`src/rtl/mc_pkg.sv`:
```
// -----------------------------------------------------------------------------
// mc_pkg
// Shared definitions for the RV32I multicycle controller:
//   - state_e   : FSM state encoding (16 states, 4 bits)
//   - OP_*      : RV32I major opcodes recognised by the controller
//   - RES_*, SRCA_*, SRCB_*, ALUOP_*, IMM_* : select encodings for the datapath
//   - ctrl_t    : Moore control word held in a register beside the state
//   - state_ctrl: Moore control word for a given state
//   - is_known_op: true for every opcode that has an execution sequence
// -----------------------------------------------------------------------------
package mc_pkg;

    typedef enum logic [3:0] {
        S_RST,
        S_FETCH,
        S_DECODE,
        S_MEMADR,
        S_MEMREAD,
        S_MEMWB,
        S_MEMWRITE,
        S_EXECR,
        S_EXECI,
        S_LUI,
        S_ALUWB,
        S_BRANCH,
        S_JAL,
        S_JALR_TGT,
        S_JALR_LINK,
        S_TRAP
    } state_e;

    localparam logic [6:0] OP_LW    = 7'b0000011;
    localparam logic [6:0] OP_SW    = 7'b0100011;
    localparam logic [6:0] OP_R     = 7'b0110011;
    localparam logic [6:0] OP_B     = 7'b1100011;
    localparam logic [6:0] OP_I     = 7'b0010011;
    localparam logic [6:0] OP_JAL   = 7'b1101111;
    localparam logic [6:0] OP_JALR  = 7'b1100111;
    localparam logic [6:0] OP_LUI   = 7'b0110111;
    localparam logic [6:0] OP_AUIPC = 7'b0010111;
    localparam logic [6:0] OP_NOP   = 7'b0000000;

    localparam logic [1:0] RES_ALUOUT    = 2'b00;
    localparam logic [1:0] RES_DATA      = 2'b01;
    localparam logic [1:0] RES_ALURESULT = 2'b10;

    localparam logic [1:0] SRCA_PC    = 2'b00;
    localparam logic [1:0] SRCA_OLDPC = 2'b01;
    localparam logic [1:0] SRCA_RD1   = 2'b10;
    localparam logic [1:0] SRCA_ZERO  = 2'b11;

    localparam logic [1:0] SRCB_RD2  = 2'b00;
    localparam logic [1:0] SRCB_IMM  = 2'b01;
    localparam logic [1:0] SRCB_FOUR = 2'b10;

    localparam logic [1:0] ALUOP_ADD    = 2'b00;
    localparam logic [1:0] ALUOP_BRANCH = 2'b01;
    localparam logic [1:0] ALUOP_FUNCT  = 2'b10;

    localparam logic [2:0] IMM_I = 3'b000;
    localparam logic [2:0] IMM_S = 3'b001;
    localparam logic [2:0] IMM_B = 3'b010;
    localparam logic [2:0] IMM_J = 3'b011;
    localparam logic [2:0] IMM_U = 3'b100;

    // pc_update and ir_write are qualified by mem_ready in FETCH; branch is
    // qualified by branch_taken. done covers retirement that depends on state only.
    typedef struct packed {
        logic       pc_update;
        logic       branch;
        logic       adr_src;
        logic       ir_write;
        logic       mem_write;
        logic       reg_write;
        logic [1:0] result_src;
        logic [1:0] alu_src_a;
        logic [1:0] alu_src_b;
        logic [1:0] alu_op;
        logic       done;
        logic       illegal;
    } ctrl_t;

    function automatic ctrl_t state_ctrl(input state_e s);
        ctrl_t c;
        c = '0;
        case (s)
            S_FETCH: begin
                c.alu_src_a  = SRCA_PC;
                c.alu_src_b  = SRCB_FOUR;
                c.alu_op     = ALUOP_ADD;
                c.result_src = RES_ALURESULT;
                c.pc_update  = 1'b1;
                c.ir_write   = 1'b1;
            end
            S_DECODE: begin
                c.alu_src_a = SRCA_OLDPC;
                c.alu_src_b = SRCB_IMM;
            end
            S_MEMADR: begin
                c.alu_src_a = SRCA_RD1;
                c.alu_src_b = SRCB_IMM;
            end
            S_MEMREAD: begin
                c.adr_src    = 1'b1;
                c.result_src = RES_ALUOUT;
            end
            S_MEMWB: begin
                c.result_src = RES_DATA;
                c.reg_write  = 1'b1;
                c.done       = 1'b1;
            end
            S_MEMWRITE: begin
                c.adr_src    = 1'b1;
                c.result_src = RES_ALUOUT;
                c.mem_write  = 1'b1;
            end
            S_EXECR: begin
                c.alu_src_a = SRCA_RD1;
                c.alu_src_b = SRCB_RD2;
                c.alu_op    = ALUOP_FUNCT;
            end
            S_EXECI: begin
                c.alu_src_a = SRCA_RD1;
                c.alu_src_b = SRCB_IMM;
                c.alu_op    = ALUOP_FUNCT;
            end
            S_LUI: begin
                c.alu_src_a = SRCA_ZERO;
                c.alu_src_b = SRCB_IMM;
            end
            S_ALUWB: begin
                c.result_src = RES_ALUOUT;
                c.reg_write  = 1'b1;
                c.done       = 1'b1;
            end
            S_BRANCH: begin
                c.alu_src_a  = SRCA_RD1;
                c.alu_src_b  = SRCB_RD2;
                c.alu_op     = ALUOP_BRANCH;
                c.result_src = RES_ALUOUT;
                c.branch     = 1'b1;
                c.done       = 1'b1;
            end
            S_JAL: begin
                c.alu_src_a  = SRCA_OLDPC;
                c.alu_src_b  = SRCB_FOUR;
                c.result_src = RES_ALUOUT;
                c.pc_update  = 1'b1;
            end
            S_JALR_TGT: begin
                c.alu_src_a  = SRCA_RD1;
                c.alu_src_b  = SRCB_IMM;
                c.result_src = RES_ALURESULT;
                c.pc_update  = 1'b1;
            end
            S_JALR_LINK: begin
                c.alu_src_a = SRCA_OLDPC;
                c.alu_src_b = SRCB_FOUR;
            end
            S_TRAP: c.illegal = 1'b1;
            default: ;
        endcase
        return c;
    endfunction

    function automatic logic is_known_op(input logic [6:0] op);
        return op inside {OP_LW, OP_SW, OP_R, OP_B, OP_I, OP_JAL, OP_JALR,
                          OP_LUI, OP_AUIPC, OP_NOP};
    endfunction

endpackage

```
`src/rtl/mc_if.sv`:
```
// -----------------------------------------------------------------------------
// mc_if
// Control bus between the multicycle controller and the datapath.
//   Datapath -> controller : op, branch_taken, mem_ready
//   Controller -> datapath : PCWrite, AdrSrc, IRWrite, MemWrite, RegWrite,
//                            ResultSrc, ALUSrcA, ALUSrcB, ALUOp, ImmSrc,
//                            instr_done, illegal
// modport master : the controller side
// modport slave  : the datapath side
// -----------------------------------------------------------------------------
interface mc_if;
    logic [6:0] op;
    logic       branch_taken;
    logic       mem_ready;

    logic       PCWrite;
    logic       AdrSrc;
    logic       IRWrite;
    logic       MemWrite;
    logic       RegWrite;
    logic [1:0] ResultSrc;
    logic [1:0] ALUSrcA;
    logic [1:0] ALUSrcB;
    logic [1:0] ALUOp;
    logic [2:0] ImmSrc;
    logic       instr_done;
    logic       illegal;

    modport master (
        input  op, branch_taken, mem_ready,
        output PCWrite, AdrSrc, IRWrite, MemWrite, RegWrite, ResultSrc,
               ALUSrcA, ALUSrcB, ALUOp, ImmSrc, instr_done, illegal
    );

    modport slave (
        output op, branch_taken, mem_ready,
        input  PCWrite, AdrSrc, IRWrite, MemWrite, RegWrite, ResultSrc,
               ALUSrcA, ALUSrcB, ALUOp, ImmSrc, instr_done, illegal
    );
endinterface

```
`src/rtl/mc_immsrc_dec.sv`:
```
// -----------------------------------------------------------------------------
// mc_immsrc_dec
// Combinational opcode -> immediate-format decode, independent of FSM state.
//   op_i      in  7  opcode field of the instruction register
//   imm_src_o out 3  immediate format (I/S/B/J/U)
// -----------------------------------------------------------------------------
module mc_immsrc_dec
    import mc_pkg::*;
(
    input  logic [6:0] op_i,
    output logic [2:0] imm_src_o
);

    // NOTE: assign a default before the case so every path drives the output;
    // otherwise synthesis infers a latch for the unlisted opcodes.
    always_comb begin
        imm_src_o = IMM_I;
        case (op_i)
            OP_SW:            imm_src_o = IMM_S;
            OP_B:             imm_src_o = IMM_B;
            OP_JAL:           imm_src_o = IMM_J;
            OP_LUI, OP_AUIPC: imm_src_o = IMM_U;
            default:          imm_src_o = IMM_I;
        endcase
    end

endmodule

```
`src/rtl/mc_controller.sv`:
```
// -----------------------------------------------------------------------------
// mc_controller
// Multicycle control FSM for the RV32I core with a memory-ready handshake and
// an illegal-opcode trap.
//   clk      in   core clock, rising edge
//   rst_n    in   asynchronous active-low reset
//   bus      mc_if.master: opcode/handshake in, datapath controls out
//   state_o  out  current state, for debug
// Parameters:
//   TRAP_ON_ILLEGAL  1: unknown opcode enters TRAP; 0: retired as a NOP
//   STATE_W          width of state_o
// -----------------------------------------------------------------------------
module mc_controller
    import mc_pkg::*;
#(
    parameter bit TRAP_ON_ILLEGAL = 1'b1,
    parameter int STATE_W         = 4
) (
    input  logic               clk,
    input  logic               rst_n,
    mc_if.master               bus,
    output logic [STATE_W-1:0] state_o
);

    state_e state_q, state_d;
    ctrl_t  ctrl_q;
    logic   in_fetch;
    logic   decode_retire;

    always_comb begin
        state_d = state_q;
        case (state_q)
            S_RST:      state_d = S_FETCH;
            S_FETCH:    state_d = bus.mem_ready ? S_DECODE : S_FETCH;
            S_DECODE: begin
                case (bus.op)
                    OP_LW, OP_SW: state_d = S_MEMADR;
                    OP_R:         state_d = S_EXECR;
                    OP_I:         state_d = S_EXECI;
                    OP_B:         state_d = S_BRANCH;
                    OP_JAL:       state_d = S_JAL;
                    OP_JALR:      state_d = S_JALR_TGT;
                    OP_LUI:       state_d = S_LUI;
                    OP_AUIPC:     state_d = S_ALUWB;
                    OP_NOP:       state_d = S_FETCH;
                    default:      state_d = TRAP_ON_ILLEGAL ? S_TRAP : S_FETCH;
                endcase
            end
            S_MEMADR:    state_d = (bus.op == OP_SW) ? S_MEMWRITE : S_MEMREAD;
            S_MEMREAD:   state_d = bus.mem_ready ? S_MEMWB : S_MEMREAD;
            S_MEMWB:     state_d = S_FETCH;
            S_MEMWRITE:  state_d = bus.mem_ready ? S_FETCH : S_MEMWRITE;
            S_EXECR,
            S_EXECI,
            S_LUI:       state_d = S_ALUWB;
            S_ALUWB,
            S_BRANCH:    state_d = S_FETCH;
            S_JAL:       state_d = S_ALUWB;
            S_JALR_TGT:  state_d = S_JALR_LINK;
            S_JALR_LINK: state_d = S_ALUWB;
            S_TRAP:      state_d = S_TRAP;
            default:     state_d = S_RST;
        endcase
    end

    // The Moore control word is computed from the next state so it lands in
    // its register together with the state it belongs to.
    // NOTE: sequential state uses non-blocking assignments so every register
    // samples pre-edge values regardless of statement order.
    always_ff @(posedge clk or negedge rst_n) begin
        if (!rst_n) begin
            state_q <= S_RST;
            ctrl_q  <= '0;
        end else begin
            state_q <= state_d;
            ctrl_q  <= state_ctrl(state_d);
        end
    end

    assign in_fetch = (state_q == S_FETCH);

    // NOP, and unknown opcodes when not trapping, retire straight out of DECODE.
    assign decode_retire = (state_q == S_DECODE) &&
                           ((bus.op == OP_NOP) ||
                            (!TRAP_ON_ILLEGAL && !is_known_op(bus.op)));

    // The fetch-phase PC update waits for the instruction word to arrive.
    assign bus.PCWrite    = (ctrl_q.pc_update & (~in_fetch | bus.mem_ready)) |
                            (ctrl_q.branch & bus.branch_taken);
    assign bus.IRWrite    = ctrl_q.ir_write & bus.mem_ready;
    assign bus.AdrSrc     = ctrl_q.adr_src;
    assign bus.MemWrite   = ctrl_q.mem_write;
    assign bus.RegWrite   = ctrl_q.reg_write;
    assign bus.ResultSrc  = ctrl_q.result_src;
    assign bus.ALUSrcA    = ctrl_q.alu_src_a;
    assign bus.ALUSrcB    = ctrl_q.alu_src_b;
    assign bus.ALUOp      = ctrl_q.alu_op;
    assign bus.illegal    = ctrl_q.illegal;
    // A store retires in the cycle memory accepts it.
    assign bus.instr_done = ctrl_q.done | decode_retire |
                            (ctrl_q.mem_write & bus.mem_ready);

    assign state_o = STATE_W'(state_q);

    mc_immsrc_dec u_immsrc (
        .op_i      (bus.op),
        .imm_src_o (bus.ImmSrc)
    );

endmodule
```
`src/flat_wrapper.sv`:
```
// flat-port wrapper written by rule: the top's interface ports become plain ports
module mc_controller_flat import mc_pkg::*;
#(
    parameter bit TRAP_ON_ILLEGAL = 1'b1,
    parameter int STATE_W         = 4
)
  (clk, rst_n, state_o, bus_op, bus_branch_taken, bus_mem_ready, bus_PCWrite, bus_AdrSrc, bus_IRWrite, bus_MemWrite, bus_RegWrite, bus_ResultSrc, bus_ALUSrcA, bus_ALUSrcB, bus_ALUOp, bus_ImmSrc, bus_instr_done, bus_illegal);
  mc_if bus_i ();
  input  logic clk;
  input  logic rst_n;
  output logic [STATE_W-1:0] state_o;
  input wire logic [$bits(bus_i.op)-1:0] bus_op;
  input wire logic [$bits(bus_i.branch_taken)-1:0] bus_branch_taken;
  input wire logic [$bits(bus_i.mem_ready)-1:0] bus_mem_ready;
  output wire logic [$bits(bus_i.PCWrite)-1:0] bus_PCWrite;
  output wire logic [$bits(bus_i.AdrSrc)-1:0] bus_AdrSrc;
  output wire logic [$bits(bus_i.IRWrite)-1:0] bus_IRWrite;
  output wire logic [$bits(bus_i.MemWrite)-1:0] bus_MemWrite;
  output wire logic [$bits(bus_i.RegWrite)-1:0] bus_RegWrite;
  output wire logic [$bits(bus_i.ResultSrc)-1:0] bus_ResultSrc;
  output wire logic [$bits(bus_i.ALUSrcA)-1:0] bus_ALUSrcA;
  output wire logic [$bits(bus_i.ALUSrcB)-1:0] bus_ALUSrcB;
  output wire logic [$bits(bus_i.ALUOp)-1:0] bus_ALUOp;
  output wire logic [$bits(bus_i.ImmSrc)-1:0] bus_ImmSrc;
  output wire logic [$bits(bus_i.instr_done)-1:0] bus_instr_done;
  output wire logic [$bits(bus_i.illegal)-1:0] bus_illegal;
  assign bus_i.op = bus_op;
  assign bus_i.branch_taken = bus_branch_taken;
  assign bus_i.mem_ready = bus_mem_ready;
  assign bus_PCWrite = bus_i.PCWrite;
  assign bus_AdrSrc = bus_i.AdrSrc;
  assign bus_IRWrite = bus_i.IRWrite;
  assign bus_MemWrite = bus_i.MemWrite;
  assign bus_RegWrite = bus_i.RegWrite;
  assign bus_ResultSrc = bus_i.ResultSrc;
  assign bus_ALUSrcA = bus_i.ALUSrcA;
  assign bus_ALUSrcB = bus_i.ALUSrcB;
  assign bus_ALUOp = bus_i.ALUOp;
  assign bus_ImmSrc = bus_i.ImmSrc;
  assign bus_instr_done = bus_i.instr_done;
  assign bus_illegal = bus_i.illegal;
  mc_controller #(.TRAP_ON_ILLEGAL(TRAP_ON_ILLEGAL), .STATE_W(STATE_W)) u_core (.clk(clk), .rst_n(rst_n), .bus(bus_i), .state_o(state_o));
endmodule
```
`config.mk`:
```
export PLATFORM = sky130hd
export DESIGN_NAME = mc_controller_flat
export DESIGN_NICKNAME = d
export VERILOG_FILES = /design/src/rtl/mc_pkg.sv /design/src/rtl/mc_if.sv /design/src/rtl/mc_immsrc_dec.sv /design/src/rtl/mc_controller.sv /design/src/flat_wrapper.sv
export SDC_FILE = /design/constraint.sdc
export NUM_CORES = 1
export LEC_CHECK = 0
export CAP_MARGIN = 20
export CORE_ASPECT_RATIO = 1.5
export CORE_MARGIN = 1
export CORE_UTILIZATION = 44
export CTS_CLUSTER_SIZE = 10
export DETAILED_ROUTE_END_ITERATION = 10
export PLACE_DENSITY_LB_ADDON = 0.1
export SKIP_LAST_GASP = 1
export SYNTH_ARGS = -nofsm -noshare
export SYNTH_HDL_FRONTEND = slang
export SYNTH_SLANG_ARGS = --single-unit
```
`constraint.sdc`:
```
create_clock -name clk -period 2 [get_ports clk]
set_clock_uncertainty 0.15 [all_clocks]
set_input_delay 0.4 -clock clk [delete_from_list [all_inputs] [get_ports clk]]
set_output_delay 0.4 -clock clk [all_outputs]
set_load 0.1 [all_outputs]
```
==> results of run 1 <==
==> through the flow <==
| stage | instance area [um2] | cells |
|---|---|---|
| floorplan | 1480 | 149 |
| global placement | 2250 | 245 |
| detailed placement | 2250 | 245 |
| CTS | 2700 | 261 |
==> cell families after synthesis <==
group / after synthesis
AOI/OAI and AO/OA: 38
xor gates and xnor gates: 1
buffers and inverters: 28
DFF: 19
and+or+nand+nor: 63
==> synthesized netlist by cell type, drive strengths merged <==
cell type	n	area, um2
nor4b	5	58.8
nand4b	3	26.3
a211o	1	8.76
o21ba	1	10.0
nand3	2	10.0
o2111ai	1	8.76
o21a	1	7.51
nor2b	1	6.26
nand2b	5	31.3
o21bai	2	15.0
a22oi	1	7.51
inv	9	36.3
a21oi	8	40.0
dfrtp	19	475
a221oi	2	35.0
nor4bb	2	20.0
o22ai	3	18.8
a211oi	2	20.0
o211ai	1	7.51
and4b	1	10.0
a311oi	1	8.76
or2	2	15.0
buf	17	115
o21ai	6	30.0
o221ai	1	8.76
nand3b	1	7.51
nor2	10	37.5
and2	6	37.5
a221o	1	10.0
nor4	3	18.8
a2111oi	2	23.8
nor3b	2	15.0
xnor2	1	8.76
o32ai	2	25.0
clkbuf	2	7.51
and4	1	8.76
o31ai	2	15.0
nor3	7	40.0
nand2	10	37.5
and3b	2	17.5
==> what timing repair did <==
item                                    4_1_cts
pin swaps                                    23
endpoints found under the setup margin       24
resized for setup                           101
setup buffers                                13
==> impl_metrics.yaml, run 1 <==
status:
  status: "stopped before the end"
  lastStage: "5_1_grt"
  tool.error: "[ERROR DPL-0033] detailed placement checks failed during check placement."
global_routing:
  grt_antenna_before_repair: 0
  grt_max_degree: 20
synthesis:
  syn_area_um2: 1340
  seq_area_frac_synth: 0.354
  synth_cell_types: 51
  synth_top_family_by_area: "simple AND/OR/NAND/NOR gates"
  syn_avg_cell_area_um2: 9.00
  synth-compound-area-share: 0.224
  yosys-mux-area-fraction: 0
  synth_simple_gate_area_frac: 0.297
  synthAdderAreaFrac: 0
  synth_warnings: 0
  synthCells: 149
  synthXorXnorAreaFrac: 0.00653
  synth_seq_cells: 19
  synthesis.nets: 160
floorplanning:
  placement_rows: 24
  design.portCount: 33
  start_util: 0.460
  die_w_um: 47.1
  die_y_um: 69.6
placed_design:
  gp_congestion: 0.860
  dp_hpwl_mm: 3.18
  io_buffers: 32
  dpl_worst_slack_ns: -0.796
clock_network:
  holdBufCountCts: 0
  cts.sinks: 19
  cts_buffers: 3
  clockBufferDepth: 2
  htreeDepth: 1
  ctsRootBufferMaster: "clkbuf_8"
timing:
  worst_endpoint: "u_core.ctrl_q[1]$_DFF_PN0_/D"
  worstEpCategory: "sequential cell input"
==> run 2: changes to the inputs <==
--- a/config.mk
+++ b/config.mk
@@ -6,12 +6,10 @@
 export NUM_CORES = 1
 export LEC_CHECK = 0
 export CAP_MARGIN = 20
-export CORE_ASPECT_RATIO = 1.5
-export CORE_MARGIN = 1
-export CORE_UTILIZATION = 44
-export CTS_CLUSTER_SIZE = 10
+export CORE_AREA = 2 2 63 65
 export DETAILED_ROUTE_END_ITERATION = 10
-export PLACE_DENSITY_LB_ADDON = 0.1
+export DIE_AREA = 0 0 65 67
+export PLACE_DENSITY_LB_ADDON = 0.15
 export SKIP_LAST_GASP = 1
 export SYNTH_ARGS = -nofsm -noshare
 export SYNTH_HDL_FRONTEND = slang
==> constraint.sdc (replaced) <==
create_clock -name clk -period 2.6 [get_ports clk]
set_clock_uncertainty 0.15 [all_clocks]
set_input_delay 0.52 -clock clk [delete_from_list [all_inputs] [get_ports clk]]
set_output_delay 0.52 -clock clk [all_outputs]
set_load 0.1 [all_outputs]
==> run 2 against run 1 <==
  * The flow now finishes without violations
  * Synthesized cell count is the same
  * Area after synthesis unchanged
==> impl_metrics.yaml, run 2 <==
synthesis:
  synth_top_area_share: 0.354
  synthCells: 149
  synth_edf_count: 0
  synth_async_sr_flop_share: 1.00
  synth_warnings: 0
  syn_avg_cell_area_um2: 9.00
  synth_seq_cells: 19
  synthesis.nets: 160
  synth_commonest_cells: "dfrtp_1 (19), buf_4 (10), nand2_1 (10), nor2_1 (10)"
  synth_cell_types: 51
  syn_area_um2: 1340
  yosysTopAreaCell: "dfrtp_1"
  seq_area_frac_synth: 0.354
  ys.flop_type: "dfrtp_1"
  ys_top_cells_by_area: "dfrtp_1 (35%), buf_4 (5.6%), a21oi_1 (3.0%)"
  yosysMostFrequentCell: "dfrtp_1"
clock_network:
  cts.sinks: 19
  path_clk_slew_ns: 0.07
  htreeDepth: 1
  holdBufCountCts: 0
  clockBufferDepth: 2
  ctsRootBufferMaster: "clkbuf_8"
  clock_latency_ns: 0.25
  cts_tree: "done"
  cts_buffers: 3
drt:
  drc_errors: 0
  dr.pass1.iters: 4
  post_drt_wl_per_cell_um: 13.8
  drt_iter0_markers: 116
  via_per_inst: 5.17
  antenna_left: 0
  vias: 1297
  wirelength_mm: 3.45
setup_path:
  critPathLaunchType: "input port"
  crit_arrival_ns: 1.87
  critPathMaxFanout: 10
  critPathRequiredTime_ns: 1.93
  cp-end-kind: "output pin"
  criticalPathCategory: "input port to output pin"
finish:
  final-seq-area_um2: 479
  largest_register_ffs: 4
  final_cell_mix: "buf_4 (53), dfrtp_1 (16), nand2_1 (10), nor2_1 (9)"
  area_delta_synth_final_pct: 47.4
  multiInputGateArea_um2: 744
  utilization: 0.548
  diodes: 0
  layout_commonest_cell: "buf_4"
  num-fill-cells: 347
  drive_above_1_share: 0.389
  finalNetCount: 215
timing:
  timing.final.hold_violations: 0
  fmax_mhz: 393
  finalCritPeriodShare: 0.978
  period_minus_slack_ns: 2.54
  max_slew_margin: 0.579
  final-setup-viol-count: 0
  tightest_slew_ns: 0.628
  drv_slew: 0
  rsz0062_at_grt: "true"
floorplanning:
  die_w_um: 65
  fp.coreArea_um2: 3610
  start_util: 0.372
  design.portCount: 33
  placement_rows: 22
  dieArea_um2: 4360
  die_y_um: 67
global_routing:
  grt_pass1_vias: 1285
  grt_max_degree: 15
  grt_first_pass_wirelength_mm: 5.91
  grt_antenna_before_repair: 0
  gr-usage-all-layers: 0.175
  grt-ovfl-total: 0
placed_design:
  io_buffers: 32
  gp_congestion: 0.870
  dp_hpwl_mm: 2.76
run:
  cap_viol_max_count: 0
hold_path:
  hold_path_class: "input port to async pin"
status:
  status: "finished clean"
## run 2: cell counts after synthesis
No cell type changed its count.
## run 2: worst paths after layout
kind,start,endpoint,slack [ns],cells after the start
max reg2reg,u_core.state_o[3]$_DFF_PN0_,u_core.bus.RegWrite$_DFF_PN0_,0.30,8
max,bus_op[6],bus_instr_done,0.06,6
max in group asynchronous,rst_n,u_core.state_o[0]$_DFF_PN0_,1.40,2
min in group clk,u_core.state_o[3]$_DFF_PN0_,u_core.bus.ResultSrc[0]$_DFF_PN0_,0.50,1
min reg2reg,u_core.state_o[3]$_DFF_PN0_,u_core.bus.ResultSrc[0]$_DFF_PN0_,0.50,1
min,rst_n,u_core.bus.ALUOp[1]$_DFF_PN0_,0.41,1
## run 2: cell type report
class / count / area share
clock inverter: 1 / 0.00253
sequential: 19 / 0.242
inverter: 9 / 0.0184
multi-input combinational: 102 / 0.377
timing repair buffer: 69 / 0.309
clock buffer: 3 / 0.0209
tap: 48 / 0.0304
## run 2: timing repair
action / in CTS / in global routing
gates cloned: 0 / 0
pin swaps: 1 / 0
resized for setup: 7 / 2
setup endpoints to repair: 14 / 3
buffers inserted: 1 / 0
## run 2: kinds of logic after synthesis
kind of cell              after synthesis  share of synthesized area
AOI/OAI and AO/OA                      38                      0.224
xor gates and xnor gates                1                    0.00653
buffers and inverters                  28                      0.118
DFF                                    19                      0.354
and+or+nand+nor                        63                      0.297
## run 2: worst max-delay path, stage by stage
cell	delay, ns
clkdlybuf4s15_1	0.35
nor3_1	0.10
and2_1	0.19
buf_4	0.13
a221o_4	0.40
buf_12	0.17
## run 2: through the flow
| stage | hold WS (ns) | setup WS [ns] | instances | TNS, ns | cell area, um2 |
|---|---|---|---|---|---|
| 2_1_floorplan | 0.0744 | -0.127 | 149 | -0.127 | 1380 |
| 3_3_place_gp | 0.494 | -0.361 | 246 | -4.37 | 1930 |
| 3_5_place_dp | 0.490 | -0.375 | 246 | -4.73 | 1930 |
| 4_1_cts | 0.413 | 0.0387 | 251 | 0 | 1970 |
| 5_1_grt | 0.425 | -0.0590 | 251 | -0.0665 | 1980 |
| 6_report | 0.408 | 0.0583 | 251 | 0 | 1980 |
## run 2: metal layers
layer,share of wire,GRT usage
met5,0,0
met2,0.48,0.277
met3,0.038,0.0304
met1,0.48,0.243
met4,0.0032,0.0505
Power of run 2 is not shown: default switching activity piles up to over one toggle a cycle in this logic, so the estimate is an artifact.
